$ cat src/rtl/sound_mixer.sv
// sound_mixer: final mixing stage behind the four tone/noise channels.
// It masks each 4-bit channel level with its DAC enable and the master enable.
// It then pans each channel to left/right with nr51 and scales each side by
// (nr50 volume + 1). Each side's mix is latched once per PWM frame of
// 2^PWM_BITS cycles and drives a PWM bit for the board RC filter.
//
// Ports:
//   clk, rstN              mixer clock, asynchronous active-low reset
//   sq1, sq2, wave, noise  4-bit channel levels
//   chanOn[3:0]            per-channel DAC enable (bit0=sq1 .. bit3=noise)
//   nr50[7:0]              [6:4] left volume, [2:0] right volume, [7]/[3] Vin (unused)
//   nr51[7:0]              [7:4] left enables, [3:0] right enables (noise,wave,sq2,sq1)
//   apuEnable              master enable; low holds the frame counter and clears outputs
//   leftSample/rightSample latched mix, updated at each frame wrap
//   sampleStrobe           high for the cycle in which the counter is 0 after a wrap
//   leftPwm/rightPwm       registered (counter < latched sample)
module sound_mixer #(
  parameter int PWM_BITS = 9
) (
  input  logic                clk,
  input  logic                rstN,
  input  logic [3:0]          sq1,
  input  logic [3:0]          sq2,
  input  logic [3:0]          wave,
  input  logic [3:0]          noise,
  input  logic [3:0]          chanOn,
  input  logic [7:0]          nr50,
  input  logic [7:0]          nr51,
  input  logic                apuEnable,
  output logic [PWM_BITS-1:0] leftSample,
  output logic [PWM_BITS-1:0] rightSample,
  output logic                sampleStrobe,
  output logic                leftPwm,
  output logic                rightPwm
);

  // Sum of four routed 4-bit levels: 0..60.
  function automatic logic [5:0] sum4(input logic [3:0][3:0] ch);
    sum4 = 6'(ch[0]) + 6'(ch[1]) + 6'(ch[2]) + 6'(ch[3]);
  endfunction

  // sum * (vol + 1) peaks at 60 * 8 = 480, so it always fits in 9 bits and
  // needs no saturation.
  function automatic logic [PWM_BITS-1:0] scale(input logic [5:0] sum,
                                                input logic [2:0] vol);
    logic [9:0] prod;
    prod  = 10'(sum) * (10'(vol) + 10'd1);
    scale = PWM_BITS'(prod);
  endfunction

  logic [3:0][3:0]      w_ch;
  logic [3:0]           w_en;
  logic [3:0][3:0]      w_lch;
  logic [3:0][3:0]      w_rch;
  logic                 w_wrap;
  logic                 w_unused_vin;

  logic [3:0][3:0]      r_lch_p0;
  logic [3:0][3:0]      r_rch_p0;
  logic [2:0]           r_lvol_p0;
  logic [2:0]           r_rvol_p0;
  logic [5:0]           r_lsum_p1;
  logic [5:0]           r_rsum_p1;
  logic [2:0]           r_lvol_p1;
  logic [2:0]           r_rvol_p1;
  logic [PWM_BITS-1:0]  r_lmix_p2;
  logic [PWM_BITS-1:0]  r_rmix_p2;
  logic [PWM_BITS-1:0]  r_cnt;

  assign w_unused_vin = nr50[7] ^ nr50[3];
  assign w_ch   = {noise, wave, sq2, sq1};
  assign w_en   = chanOn & {4{apuEnable}};
  assign w_wrap = &r_cnt;

  always_comb begin
    w_lch = '0;
    w_rch = '0;
    for (int i = 0; i < 4; i++) begin
      w_lch[i] = (w_en[i] && nr51[4+i]) ? w_ch[i] : 4'd0;
      w_rch[i] = (w_en[i] && nr51[i])   ? w_ch[i] : 4'd0;
    end
  end

  always_ff @(posedge clk or negedge rstN) begin
    if (!rstN) begin
      r_lch_p0  <= '0;
      r_rch_p0  <= '0;
      r_lvol_p0 <= '0;
      r_rvol_p0 <= '0;
      r_lsum_p1 <= '0;
      r_rsum_p1 <= '0;
      r_lvol_p1 <= '0;
      r_rvol_p1 <= '0;
      r_lmix_p2 <= '0;
      r_rmix_p2 <= '0;
    end else begin
      // stage p0: masked, panned channels and captured volumes
      r_lch_p0  <= w_lch;
      r_rch_p0  <= w_rch;
      r_lvol_p0 <= nr50[6:4];
      r_rvol_p0 <= nr50[2:0];
      // stage p1: per-side sums
      r_lsum_p1 <= sum4(r_lch_p0);
      r_rsum_p1 <= sum4(r_rch_p0);
      r_lvol_p1 <= r_lvol_p0;
      r_rvol_p1 <= r_rvol_p0;
      // stage p2: volume-scaled mix
      r_lmix_p2 <= scale(r_lsum_p1, r_lvol_p1);
      r_rmix_p2 <= scale(r_rsum_p1, r_rvol_p1);
    end
  end

  // Frame counter, sample latch and PWM. The disable branch comes first so
  // that a wrap coinciding with apuEnable low still clears the samples.
  always_ff @(posedge clk or negedge rstN) begin
    if (!rstN) begin
      r_cnt        <= '0;
      leftSample   <= '0;
      rightSample  <= '0;
      sampleStrobe <= 1'b0;
      leftPwm      <= 1'b0;
      rightPwm     <= 1'b0;
    end else if (!apuEnable) begin
      r_cnt        <= '0;
      leftSample   <= '0;
      rightSample  <= '0;
      sampleStrobe <= 1'b0;
      leftPwm      <= 1'b0;
      rightPwm     <= 1'b0;
    end else begin
      r_cnt        <= r_cnt + 1'b1;
      sampleStrobe <= w_wrap;
      if (w_wrap) begin
        leftSample  <= r_lmix_p2;
        rightSample <= r_rmix_p2;
      end
      // Compare against the sample already latched, so mid-frame changes
      // never disturb the duty of the frame in progress.
      leftPwm      <= (r_cnt < leftSample);
      rightPwm     <= (r_cnt < rightSample);
    end
  end

endmodule

$ cat config.mk
export PLATFORM = sky130hd
export DESIGN_NAME = sound_mixer
export DESIGN_NICKNAME = d
export VERILOG_FILES = /design/src/rtl/sound_mixer.sv
export SDC_FILE = /design/constraint.sdc
export NUM_CORES = 1
export LEC_CHECK = 0
export CAP_MARGIN = 20
export CORE_ASPECT_RATIO = 0.75
export CORE_MARGIN = 10
export CORE_UTILIZATION = 45
export DETAILED_ROUTE_END_ITERATION = 7
export GPL_ROUTABILITY_DRIVEN = 1
export PLACE_DENSITY = 0.7
export SKIP_LAST_GASP = 1
export SYNTH_ARGS = -nofsm -noshare
export SYNTH_HDL_FRONTEND = slang
export SYNTH_SLANG_ARGS = --single-unit
export TNS_END_PERCENT = 10
$ cat constraint.sdc
create_clock -name clk -period 2.8 [get_ports clk]
set_clock_uncertainty 0.05 [all_clocks]
set_input_delay 0.56 -clock clk [delete_from_list [all_inputs] [get_ports clk]]
set_output_delay 0.56 -clock clk [all_outputs]
set_load 0.1 [all_outputs]
# Word-level counts from Yosys, hierarchy flattened
# Cells that the tools add are included.
# classes
n_addsub	9
n_mul	2
order_cmp	2
eq_ne	1
n_mux	16
bitwise	1
n_reduce_logical	9
# ops
operator	count
two-way mux 9 bit	5
two-way mux 4 bit	8
less-than comparator 9 bit	2
multiplier 6 x 4 -> 9 bit	2
adder 5 x 4 -> 6 bit	2
adder 6 x 4 -> 6 bit	2
adder 4 x 4 -> 5 bit	2
adder 9 x 1 -> 9 bit (second input constant)	1
AND reduction 9 bit	1
adder 3 x 1 -> 4 bit (second input constant)	2
logical AND 1 bit	8
AND 4 bit	1
two-way mux 1 bit	3
!= test 2 x 1 -> 1 bit (second input constant)	1
# word_totals
ff_bits	104
inputBits	39
output_inout_bits	21
elab_cells	62

# Logic depth before layout (Yosys ltp)
# logic_depth
word_depth	3
mapped_depth	12
mapped_depth_nobuf	12

# Least setup slack after synthesis
# No wires, ideal clock.
# synth_timing
path_type	register to register
startpoint	register r_rvol_p1[0]
endpoint	register r_rmix_p2[8]
setup_ns	0.124
arrival_ns	2.987
t_required_ns	2.626
setup_slack_ns	-0.361
stages_incl_launch_ff	13
n_path_buf	0
synth_period_minus_slack_ns	3.161
path_cell_list	dfrtp_1 -> ha_1 -> xor2_1 -> and2_1 -> fa_1 -> inv_1 -> fa_1 -> inv_1 -> ha_1 -> nor2b_1 -> o31a_1 -> o22ai_2 -> xnor2_1
# synth_between
elab_chain_cells	2
# synth_lines
item	line	rtl
start, declared	65	logic [2:0] r_rvol_p1;
start signal, assigned	106	r_rvol_p1 <= r_rvol_p0;
adder 3 x 1 -> 4 bit	47	prod = 10'(sum) * (10'(vol) + 10'd1);
multiplier 6 x 4 -> 9 bit	47	
end signal, assigned	109	r_rmix_p2 <= scale(r_rsum_p1, r_rvol_p1);
end, declared	67	logic [PWM_BITS-1:0] r_rmix_p2;
# No other way between the ends.
# A chain may end at the register's enable or synchronous reset.

# Worst setup path in the final report
# Same ends and word-level chain as after synthesis.

==> summary.md <==
For the via count of the first global-routing pass, the log shows 3857. The biggest area contributor in the post-synthesis netlist is dfrtp_1. CTS built an H-tree with a depth of 3. The kind of start point of the critical path was a register.

CTS saw 104 sinks. The tools report the final hold violation count as 0. TritonCTS built the clock tree. In this run the biggest area consumer among cell types represents 45.9% of the synthesized area. The post-DP HPWL was 8.30 mm. For the reported leakage power, the log shows 3.45 nW. Setup repair after global routing could not meet its margin everywhere. The initial antenna violation count was 0; the post-route cell area was 6980 µm². The run finished, with violations left. The clock tree root driver cell was clkbuf_16. The logs give 715 for the number of cells after detailed placement and 313 µV for the maximum VDD drop. The die is 117 µm tall. X dimension of the die: 150 µm.

Average footprint of a synthesized cell: 11.8 µm². Kind of capture point of the worst setup path: a register. The run gives 56.7% as the post-route core utilization. After synthesis the netlist holds a flip-flop and latch count of 104. The number of buffers created by CTS was 9; the required time of the critical path was 2970 ps. The arrival time at the worst endpoint came out at 3250 ps.

The total of buffers placed on input and output ports is 57. The hold-fix buffer count after cts came out at 0. The highest net fanout along the worst path works out to 5.

After detailed routing, the average wire length per cell comes to 14.1 µm. The checks that failed: negative setup slack. For this run, the top clock speed supported by timing is 0.325 GHz. After clock tree synthesis, the clock-pin slew on the worst setup and hold paths is 70 ps. Headroom to the max-slew limit came out at 64.5%. For the setup TNS after final layout, the log shows -1500 ps.

The final layout contains 688 nets. The minimum clock period after layout was 3080 ps. The congestion estimate from routability-driven global placement came to 0.836. During synthesis, Yosys emitted a total of 0 warnings. The synthesis-to-layout area growth is 23.1%, and the count of TritonRoute iterations in the first routing pass is 4. The core region is 12300 µm². Once placement finished, the instance area stood at 6620 µm². By area the synthesized netlist is led by dfrtp_1, ha_1, fa_1, and2_1, inv_1.

Once the floorplan was initialized, standard cells occupied 46.1% of the core. Counting along the longest clock path gives a buffer depth of 2. The minimum setup slack among reg-to-reg paths came out at -280 ps. The commonest cells after synthesis are dfrtp_1, and2_1, ha_1, inv_1, fa_1. The total power per unit cell area is 466 nW/µm², and the number of synthesized flops with an enable pin is 0. The tools report the vias after detailed routing as 3462.

The worst register-to-register path begins at r_rvol_p1[0]$_DFF_PN0_. Global routing consumed, over all layers together, 13.0% of the routing resources. The count of antenna-violating nets left after detailed routing is 0. The cell area that synthesis handed to floorplanning was 5670 µm². Clock insertion delay at the later pin of the skew report: 340 ps. Most frequently used flop master after synthesis: dfrtp_1. Number of I/O pins: 60. The finished layout holds 734 standard cells, fillers aside. The actual transition at the worst max-transition pin is 532 ps. For the leftover overflow at the end of global routing, the log shows 0. The tightest min-delay check is of the in2async type. For the total count of max-transition violations in the final report, the log shows 0. In this run, the number of DRC markers left after iteration 0 of detailed routing was 139. The number of antenna diodes in the final layout is 0. Entering global routing, the biggest net connects 70 pins. The post-synthesis async set-or-reset flop share is 100%, and the reported max-cap violation count is 0. The full die area is 17500 µm², and the average vias per placed instance is 4.72. Of the available clock period, the critical path in the final layout requires 110%. Wires add up to 10.4 mm. Setup violations remaining at the end of the flow were counted as 9. In the final layout, the share of cells above drive strength 1 is 15.0%.

The tools report the post-route total power as 3.26 mW. Global-route wire length before repair: 18.3 mm. Yosys instantiated no cell more often than dfrtp_1. The number of standard-cell rows in the floorplan is 35. Synthesis produced 479 cells. The final critical-path setup slack is -281 ps, and the DRC violations left is 0.

The net count after synthesis came out at 604. The most critical setup path has its startpoint at r_rvol_p1[0]$_DFF_PN0_. After synthesis, flip-flops and latches occupy 45.9% of the total area. The type of the worst setup path was reg2reg.

The synthesized netlist contains 32 unique library cells.
[per-stage QoR]
| stage | hold WS [ps] | setup WS, ps |
|---|---|---|
| floorplan | 214 | -101 |
| global placement | 287 | -191 |
| detailed placement | 285 | -289 |
| CTS | 115 | -243 |
| global route | 139 | -391 |
| finish | 115 | -281 |
[sequential cells by signal, summed over array words and instances, names as in the netlist, 3 cells and up]
name,flops
rightSample,9
r_cnt,9
r_lch_p0,16
r_lsum_p1,6
r_rsum_p1,6
r_rch_p0,16
leftSample,9
r_rmix_p2,9
r_rvol_p1,3
r_lvol_p0,3
r_rvol_p0,3
r_lvol_p1,3
r_lmix_p2,9
[power breakdown]
part           total, mW  internal [mW]  switching [mW]
sequential          1.62           1.58          0.0427
clock               1.18          0.635           0.545
combinational      0.451          0.233           0.218
[layout make-up]
cell class	count	area [µm²]
clock buffer	11	243
clock inverter	5	38.8
fill	1042	5320
inverter	52	195
multi-input combinational	317	2990
sequential	104	2600
tap	166	208
timing repair buffer	79	701
[logic make-up after synthesis]
family	synth area share (%)
compound gates	4.06
simple gates	16.0
xor+xnor	3.71
flops	45.9
mux	3.18
buf+inv	3.97
fa+ha+maj	23.2
[worst paths after layout]
path	to	cells past startpoint
max	r_rmix_p2[8]$_DFF_PN0_	11
min	leftSample[8]$_DFFE_PN0P_	1
max reg2reg	r_rmix_p2[8]$_DFF_PN0_	11
min reg2reg	r_rvol_p1[2]$_DFF_PN0_	0
max in group asynchronous	r_lvol_p1[2]$_DFF_PN0_	2
min in group clk	r_rvol_p1[2]$_DFF_PN0_	0
[layer usage]
| layer | GRT usage, % | wire length (µm) | part of all wire (%) | vias up |
|---|---|---|---|---|
| met2 | 20.6 | 4580 | 44 | 71 |
| li1 | - | - | - | 1705 |
| met5 | 0 | 0 | 0 | - |
| met1 | 16.4 | 4980 | 48 | 1671 |
| met4 | 4.59 | 180 | 1.7 | 0 |
| met3 | 4.38 | 645 | 6.2 | 15 |
[what timing repair did]
item	CTS	global route
pin swaps	2	9
setup endpoints to repair	8	9
resized for setup	5	1
setup buffers	0	2
[cell usage in the layout, fill, tap and decap left out, types with 5 or more instances in the layout]
cell / netlist / routed
ha_4: 0 / 6
nand2b_1: 10 / 10
buf_4: 2 / 42
and2_1: 63 / 61
xnor2_1: 17 / 17
xor2_1: 7 / 5
nor2b_1: 26 / 24
clkdlybuf4s50_1: 0 / 35
fa_1: 32 / 30
a21oi_1: 12 / 10
ha_1: 54 / 48
inv_1: 52 / 50
mux2i_1: 18 / 18
nand2_1: 22 / 21
dfrtp_1: 104 / 103
and3_1: 12 / 12
and2b_1: 5 / 5
clkbuf_16: 0 / 9
o21ai_0: 8 / 8
[worst max-delay path: stages, from the launching register on]
cell and delay (ps):
dfrtp_1 430, ha_4 190, xor2_4 200, nand2_2 80, fa_1 490, fa_1 510, buf_4 150, fa_2 360
nor2b_4 130, o31a_1 170, o22ai_2 80, xnor2_1 130
No activity file was read; power rests on OpenSTA's default activity.
